<file path="src/rtl/uart_pkg.sv">
// Shared UART definitions: receiver state encoding, frame width and baud divisor helper.
package uart_pkg;

  localparam int DATA_BITS = 8;

  typedef enum logic [2:0] {
    IDLE,
    START,
    DATA,
    STOP,
    WAIT_HIGH
  } uart_rx_state_t;

  // Truncating divide; the transmitter uses the same divisor so both ends agree.
  function automatic int clks_per_bit(input int clk_freq, input int baud);
    return clk_freq / baud;
  endfunction

endpackage

</file>
<file path="src/rtl/uart_rx_if.sv">
// Receiver-to-host bundle: serial line and read/clear strobes in, held byte and status out.
interface uart_rx_if;

  logic                            RX;
  logic                            RD;
  logic                            CLR;
  logic [uart_pkg::DATA_BITS-1:0]  DATA;
  logic                            VALID;
  logic                            BUSY;
  logic                            FRAME_ERR;
  logic                            OVERRUN;

  modport master (
    output RX, RD, CLR,
    input  DATA, VALID, BUSY, FRAME_ERR, OVERRUN
  );

  modport slave (
    input  RX, RD, CLR,
    output DATA, VALID, BUSY, FRAME_ERR, OVERRUN
  );

endinterface

</file>
<file path="src/rtl/sync_2ff.sv">
// Two-flop synchronizer for a single asynchronous bit; 2-cycle latency, no backpressure.
module sync_2ff #(
  parameter logic RST_VAL = 1'b1
) (
  input  logic clk,
  input  logic rst,
  input  logic d,
  output logic q
);

  logic meta;

  always_ff @(posedge clk or posedge rst) begin
    if (rst) begin
      meta <= RST_VAL;
      q    <= RST_VAL;
    end else begin
      meta <= d;
      q    <= meta;
    end
  end

endmodule

</file>
<file path="src/rtl/uart_rx.sv">
// 8N1 UART receiver with a one-deep holding register; VALID ~9.5 bit times after the start edge.
// No backpressure on the line: a byte arriving while the register is full is dropped and flagged.
module uart_rx
  import uart_pkg::*;
#(
  parameter int CLK_FREQ = 50_000_000,
  parameter int BAUD     = 115200
) (
  input  logic     CLK,
  input  logic     RST,
  uart_rx_if.slave bus
);

  localparam int CLKS_PER_BIT = clks_per_bit(CLK_FREQ, BAUD);
  localparam int HALF_BIT     = CLKS_PER_BIT / 2;
  localparam int CW           = $clog2(CLKS_PER_BIT);

  localparam logic [CW-1:0] BIT_LAST  = CW'(CLKS_PER_BIT - 1);
  localparam logic [CW-1:0] HALF_LAST = CW'(HALF_BIT - 1);
  localparam logic [2:0]    BITS_LAST = 3'(DATA_BITS - 1);

  uart_rx_state_t         state, state_nxt;
  logic                   rx_s;
  logic [CW-1:0]          baud_cnt;
  logic [2:0]             bit_cnt;
  logic [DATA_BITS-1:0]   shreg;
  logic [DATA_BITS-1:0]   data_q;
  logic                   valid_q, frame_err_q, overrun_q;

  logic half_hit, bit_hit;
  logic busy, baud_clr, bit_clr, shift_en, stop_good, stop_bad;
  logic load;

  sync_2ff #(.RST_VAL(1'b1)) u_sync (
    .clk (CLK),
    .rst (RST),
    .d   (bus.RX),
    .q   (rx_s)
  );

  assign half_hit = (baud_cnt == HALF_LAST);
  assign bit_hit  = (baud_cnt == BIT_LAST);

  always_ff @(posedge CLK or posedge RST) begin
    if (RST) state <= IDLE;
    else     state <= state_nxt;
  end

  always_comb begin
    state_nxt = state;
    unique case (state)
      IDLE:      if (!rx_s) state_nxt = START;
      START:     if (half_hit) state_nxt = rx_s ? IDLE : DATA;
      DATA:      if (bit_hit && bit_cnt == BITS_LAST) state_nxt = STOP;
      STOP:      if (bit_hit) state_nxt = rx_s ? IDLE : WAIT_HIGH;
      WAIT_HIGH: if (rx_s) state_nxt = IDLE;
      default:   state_nxt = IDLE;
    endcase
  end

  always_comb begin
    busy      = (state != IDLE);
    baud_clr  = 1'b0;
    bit_clr   = 1'b0;
    shift_en  = 1'b0;
    stop_good = 1'b0;
    stop_bad  = 1'b0;
    unique case (state)
      IDLE: begin
        baud_clr = 1'b1;
        bit_clr  = 1'b1;
      end
      START:     baud_clr = half_hit;
      DATA: begin
        baud_clr = bit_hit;
        shift_en = bit_hit;
      end
      STOP: begin
        stop_good = bit_hit && rx_s;
        stop_bad  = bit_hit && !rx_s;
      end
      WAIT_HIGH: baud_clr = 1'b1;
      default:   baud_clr = 1'b1;
    endcase
  end

  always_ff @(posedge CLK or posedge RST) begin
    if (RST) begin
      baud_cnt <= '0;
      bit_cnt  <= '0;
      shreg    <= '0;
    end else begin
      baud_cnt <= baud_clr ? '0 : baud_cnt + CW'(1);
      if (bit_clr)       bit_cnt <= '0;
      else if (shift_en) bit_cnt <= bit_cnt + 3'd1;
      if (shift_en)      shreg   <= {rx_s, shreg[DATA_BITS-1:1]};
    end
  end

  // A read in the same cycle as a good stop bit frees the slot for the new byte.
  assign load = stop_good && (!valid_q || bus.RD);

  always_ff @(posedge CLK or posedge RST) begin
    if (RST) begin
      data_q      <= '0;
      valid_q     <= 1'b0;
      frame_err_q <= 1'b0;
      overrun_q   <= 1'b0;
    end else begin
      if (load) begin
        data_q  <= shreg;
        valid_q <= 1'b1;
      end else if (bus.RD) begin
        valid_q <= 1'b0;
      end
      if (stop_bad)     frame_err_q <= 1'b1;
      else if (bus.CLR) frame_err_q <= 1'b0;
      if (stop_good && valid_q && !bus.RD) overrun_q <= 1'b1;
      else if (bus.CLR)                    overrun_q <= 1'b0;
    end
  end

  assign bus.DATA      = data_q;
  assign bus.VALID     = valid_q;
  assign bus.BUSY      = busy;
  assign bus.FRAME_ERR = frame_err_q;
  assign bus.OVERRUN   = overrun_q;

endmodule

</file>
<file path="src/flat_wrapper.sv">
// flat-port wrapper written by rule: the top's interface ports become plain ports
module uart_rx_flat import uart_pkg::*;
#(
  parameter int CLK_FREQ = 50_000_000,
  parameter int BAUD     = 115200
)
  (CLK, RST, bus_RX, bus_RD, bus_CLR, bus_DATA, bus_VALID, bus_BUSY, bus_FRAME_ERR, bus_OVERRUN);
  uart_rx_if bus_i ();
  input  logic CLK;
  input  logic RST;
  input wire logic [$bits(bus_i.RX)-1:0] bus_RX;
  input wire logic [$bits(bus_i.RD)-1:0] bus_RD;
  input wire logic [$bits(bus_i.CLR)-1:0] bus_CLR;
  output wire logic [$bits(bus_i.DATA)-1:0] bus_DATA;
  output wire logic [$bits(bus_i.VALID)-1:0] bus_VALID;
  output wire logic [$bits(bus_i.BUSY)-1:0] bus_BUSY;
  output wire logic [$bits(bus_i.FRAME_ERR)-1:0] bus_FRAME_ERR;
  output wire logic [$bits(bus_i.OVERRUN)-1:0] bus_OVERRUN;
  assign bus_i.RX = bus_RX;
  assign bus_i.RD = bus_RD;
  assign bus_i.CLR = bus_CLR;
  assign bus_DATA = bus_i.DATA;
  assign bus_VALID = bus_i.VALID;
  assign bus_BUSY = bus_i.BUSY;
  assign bus_FRAME_ERR = bus_i.FRAME_ERR;
  assign bus_OVERRUN = bus_i.OVERRUN;
  uart_rx #(.CLK_FREQ(CLK_FREQ), .BAUD(BAUD)) u_core (.CLK(CLK), .RST(RST), .bus(bus_i));
endmodule
</file>
<file path="config.mk">
export PLATFORM = sky130hd
export DESIGN_NAME = uart_rx_flat
export DESIGN_NICKNAME = d
export VERILOG_FILES = /design/src/rtl/uart_pkg.sv /design/src/rtl/uart_rx_if.sv /design/src/rtl/sync_2ff.sv /design/src/rtl/uart_rx.sv /design/src/flat_wrapper.sv
export SDC_FILE = /design/constraint.sdc
export NUM_CORES = 1
export LEC_CHECK = 0
export ABC_AREA = 1
export BUFFER_PORTS_ARGS = -buffer_cell sky130_fd_sc_hd__buf_2
export CAP_MARGIN = 20
export CORE_UTILIZATION = 52
export DETAILED_ROUTE_END_ITERATION = 10
export MAX_ROUTING_LAYER = met4
export PLACE_DENSITY = 0.79
export REMOVE_ABC_BUFFERS = 1
export SLEW_MARGIN = 20
export SYNTH_ARGS = -nofsm -noshare
export SYNTH_HDL_FRONTEND = slang
export SYNTH_SLANG_ARGS = --single-unit
</file>
<file path="constraint.sdc">
create_clock -name CLK -period 1.4 [get_ports CLK]
set_input_delay 0.07 -clock CLK [delete_from_list [all_inputs] [get_ports CLK]]
set_output_delay 0.07 -clock CLK [all_outputs]
set_load 0.02 [all_outputs]
</file>
==> qor.csv <==
metric,value,unit
drtPass1Iterations,4,
drt_iter0_markers,69,
netlist_instances,199,
maxSlewHeadroom,0.709,
die-height,60.6,um
cts_root_buf,clkbuf_4,
synth_cell_types,26,
synth_xor_xnor_area_share,0.0245,
clockPowerShare,0.406,
post_dp_cell_area,2020,um2
die_area,3670,um2
worstHoldStart,bus_RD,
worstSkewPairLatency,0.35,ns
whs,0.186,ns
rsz0062_at_grt,yes,
grt_pass1_vias,1489,
holdPathEnd,u_core.bus.VALID,
power_leakage,1.28,nW
cts_made_buffers,5,
synth_top_family_by_area,simple AND/OR/NAND/NOR gates,
min_path_cells,4,
synthMuxAreaShare,0,
cellInternalPower,1.43,mW
avgSynthCellArea,8.97,um2
synth_compound_area_frac,0.0771,
clk_pin_slew,0.12,ns
rr_startpoint,u_core.baud_cnt[1],
clk_path_buf_depth,2,
ant_nets,0,
fin_crit,1.51,ns
final_common_cell,dfrtp_1,
netlist_area,1780,um2
grt_max_degree,37,
num_vias,1545,
most-common-layout-cells,"dfrtp_1, nand2_1, inv_1",
cp.required,1.66,ns
rr_worst_depth,10,
max_freq,661,MHz
cts_tree,built,
violations,negative setup slack,
die_w,60.6,um
synth_warnings,0,
reg2reg_to,u_core.baud_cnt[1],
start_util,0.566,
criticalPathCategory,flip-flop to flip-flop,
portBuffers,16,
arrival,1.77,ns
power_density,727,nW/um2
power_frac_comb,0.025,
viasPerCell,5.17,
dpl.hpwl,2260,um
grt_overflow,0,
finalMaxSlewViolations,0,
synth-seq-cells,36,
antenna_found_initial,0,
final_hold_viol_count,0,
rows,20,
cts_sinks,36,
syn2layout_area_growth,41.6,%
wl,4430,um
grt_pass1_wl,6490,um
seq_power_share,0.570,
cts-htree-levels,2,
end_kind,flip-flop,
multi_input_comb_area,977,um2
status,finished with violations,
cp_max_fo,5,
grtUsageTotal,0.253,
stdcell_area,2530,um2
p_switching,0.403,mW
drc,0,
p_sw_frac,0.220,
pre_cts_ws,-0.122,ns
avgRoutedWirePerCell,14.8,um
hold_path_class,input port to flip-flop,
drive_above_1_share,0.490,
antenna_cells,0,
maxCapViolations,0,
rrSetupSlack,-0.11,ns
worstMarginPinSlew,0.437,ns
finalClockSkew,0.00705,ns
nNetsFinal,264,
synthSimpleGateAreaFrac,0.272,
gp_congestion,0.847,
synthAdderAreaFrac,0.0351,
fin_crit_sh,1.08,
fillers,185,
ir_drop,0.530,mV
ys_seq_area_frac,0.506,
core-area,3150,um2
worstSetupStartpointType,flip-flop,
setup_viol,29,
seq_area,903,um2
setup_ws,-0.112,ns
ios,17,
per-layer routing:
metal / part of all wire / global-route usage
met5: 0 / -
met4: 0.023 / 0.0974
met3: 0.038 / 0.0554
met2: 0.53 / 0.422
met1: 0.41 / 0.298
state kept, by name, indices dropped and copies added (netlist names):
name / count
u_core.u_sync.q: 1
u_core.baud_cnt: 9
u_core.bit_cnt: 3
u_core.bus.DATA: 8
u_core.shreg: 8
u_core.state: 3
u_core.bus.OVERRUN: 1
u_core.bus.VALID: 1
u_core.bus.FRAME_ERR: 1
u_core.u_sync.meta: 1
repair_timing:
item | 4_1_cts | 5_1_grt
pin swaps | 3 | 9
resized for setup | 13 | 58
cloned | 3 | 2
buffers inserted | 8 | 4
setup endpoints to repair | 29 | 33
hold buffers | 3 | 0
endpoints found under the hold margin | 37 | 0
worst max-delay path: stages (launching register included):
cell     delay [ns]
dfrtp_1        0.42
inv_2          0.09
ha_4           0.14
nand2_4        0.06
nor2_4         0.13
nand2_4        0.08
nor2_4         0.13
buf_4          0.14
inv_4          0.06
nand2_4        0.11
nor2_2         0.04
metrics by stage:
stage / setup TNS, ns / power [mW] / util / instances
6_report: -2.05 / 1.84 / 0.801 / 299
5_1_grt: -4.43 / 1.89 / 0.801 / 299
4_1_cts: -1.08 / 1.83 / 0.727 / 294
3_5_place_dp: -1.38 / 1.10 / 0.642 / 272
3_3_place_gp: -0.302 / 1.10 / 0.642 / 272
2_1_floorplan: -1.02 / 1.09 / - / 196
kinds of logic (layout without fill, tap and decap cells):
kind of cell,count (synthesis),count (layout)
xor gates and xnor gates,5,5
and+or+nand+nor,98,100
AOI/OAI and AO/OA,20,20
DFF,36,36
buffers and inverters,35,89
adders and majority gates,5,5
worst max-delay path by stage:
stage | startpoint | endpoint | slack, ns
2_1_floorplan | u_core.baud_cnt[1] | u_core.baud_cnt[2] | -0.09
3_3_place_gp | u_core.baud_cnt[0] | u_core.baud_cnt[8] | -0.04
3_5_place_dp | u_core.baud_cnt[1] | u_core.bus.DATA[6] | -0.12
4_1_cts | u_core.baud_cnt[1] | u_core.shreg[6] | -0.08
5_1_grt | u_core.baud_cnt[1] | u_core.baud_cnt[1] | -0.18
6_report | u_core.baud_cnt[1] | u_core.baud_cnt[1] | -0.11
layout make-up:
class,instances,share of cell area
multi-input cells,130,0.387
flip-flops and latches,36,0.358
repair buffers,49,0.151
inverters,32,0.0515
well taps,44,0.0218
clock inverters,3,0.0168
clock buffers,5,0.0149
power by group through the flow:
stage          sequential (mW)  clock, mW  combinational [mW]
6_report                  1.05      0.745              0.0453
5_1_grt                   1.05      0.795              0.0523
4_1_cts                   1.05      0.738              0.0447
3_5_place_dp              1.07          0              0.0387
3_3_place_gp              1.07          0              0.0376
2_1_floorplan             1.07          0              0.0191
Yosys cell counts:
cell / number / area [um2]
buf_2: 1 / 5.00
buf_6: 2 / 22.5
clkinv_2: 1 / 5.00
dfrtp_1: 34 / 851
dfstp_2: 2 / 52.6
ha_1: 5 / 62.6
inv_1: 30 / 113
inv_4: 1 / 6.26
nand2_1: 53 / 199
nand2_2: 3 / 18.8
nand2_4: 1 / 11.3
nand2_8: 1 / 20.0
nand3_1: 12 / 60.1
nand3_4: 1 / 17.5
nand3b_1: 1 / 7.51
nand4_1: 4 / 25.0
nor2_1: 8 / 30.0
nor2_2: 11 / 68.8
nor2_4: 2 / 22.5
nor3_1: 1 / 5.00
o21ai_0: 9 / 45.0
o21ai_2: 9 / 78.8
o21bai_1: 1 / 7.51
o22ai_1: 1 / 6.26
xnor2_1: 1 / 8.76
xor2_1: 4 / 35.0
(Power assumes the default switching activity.)
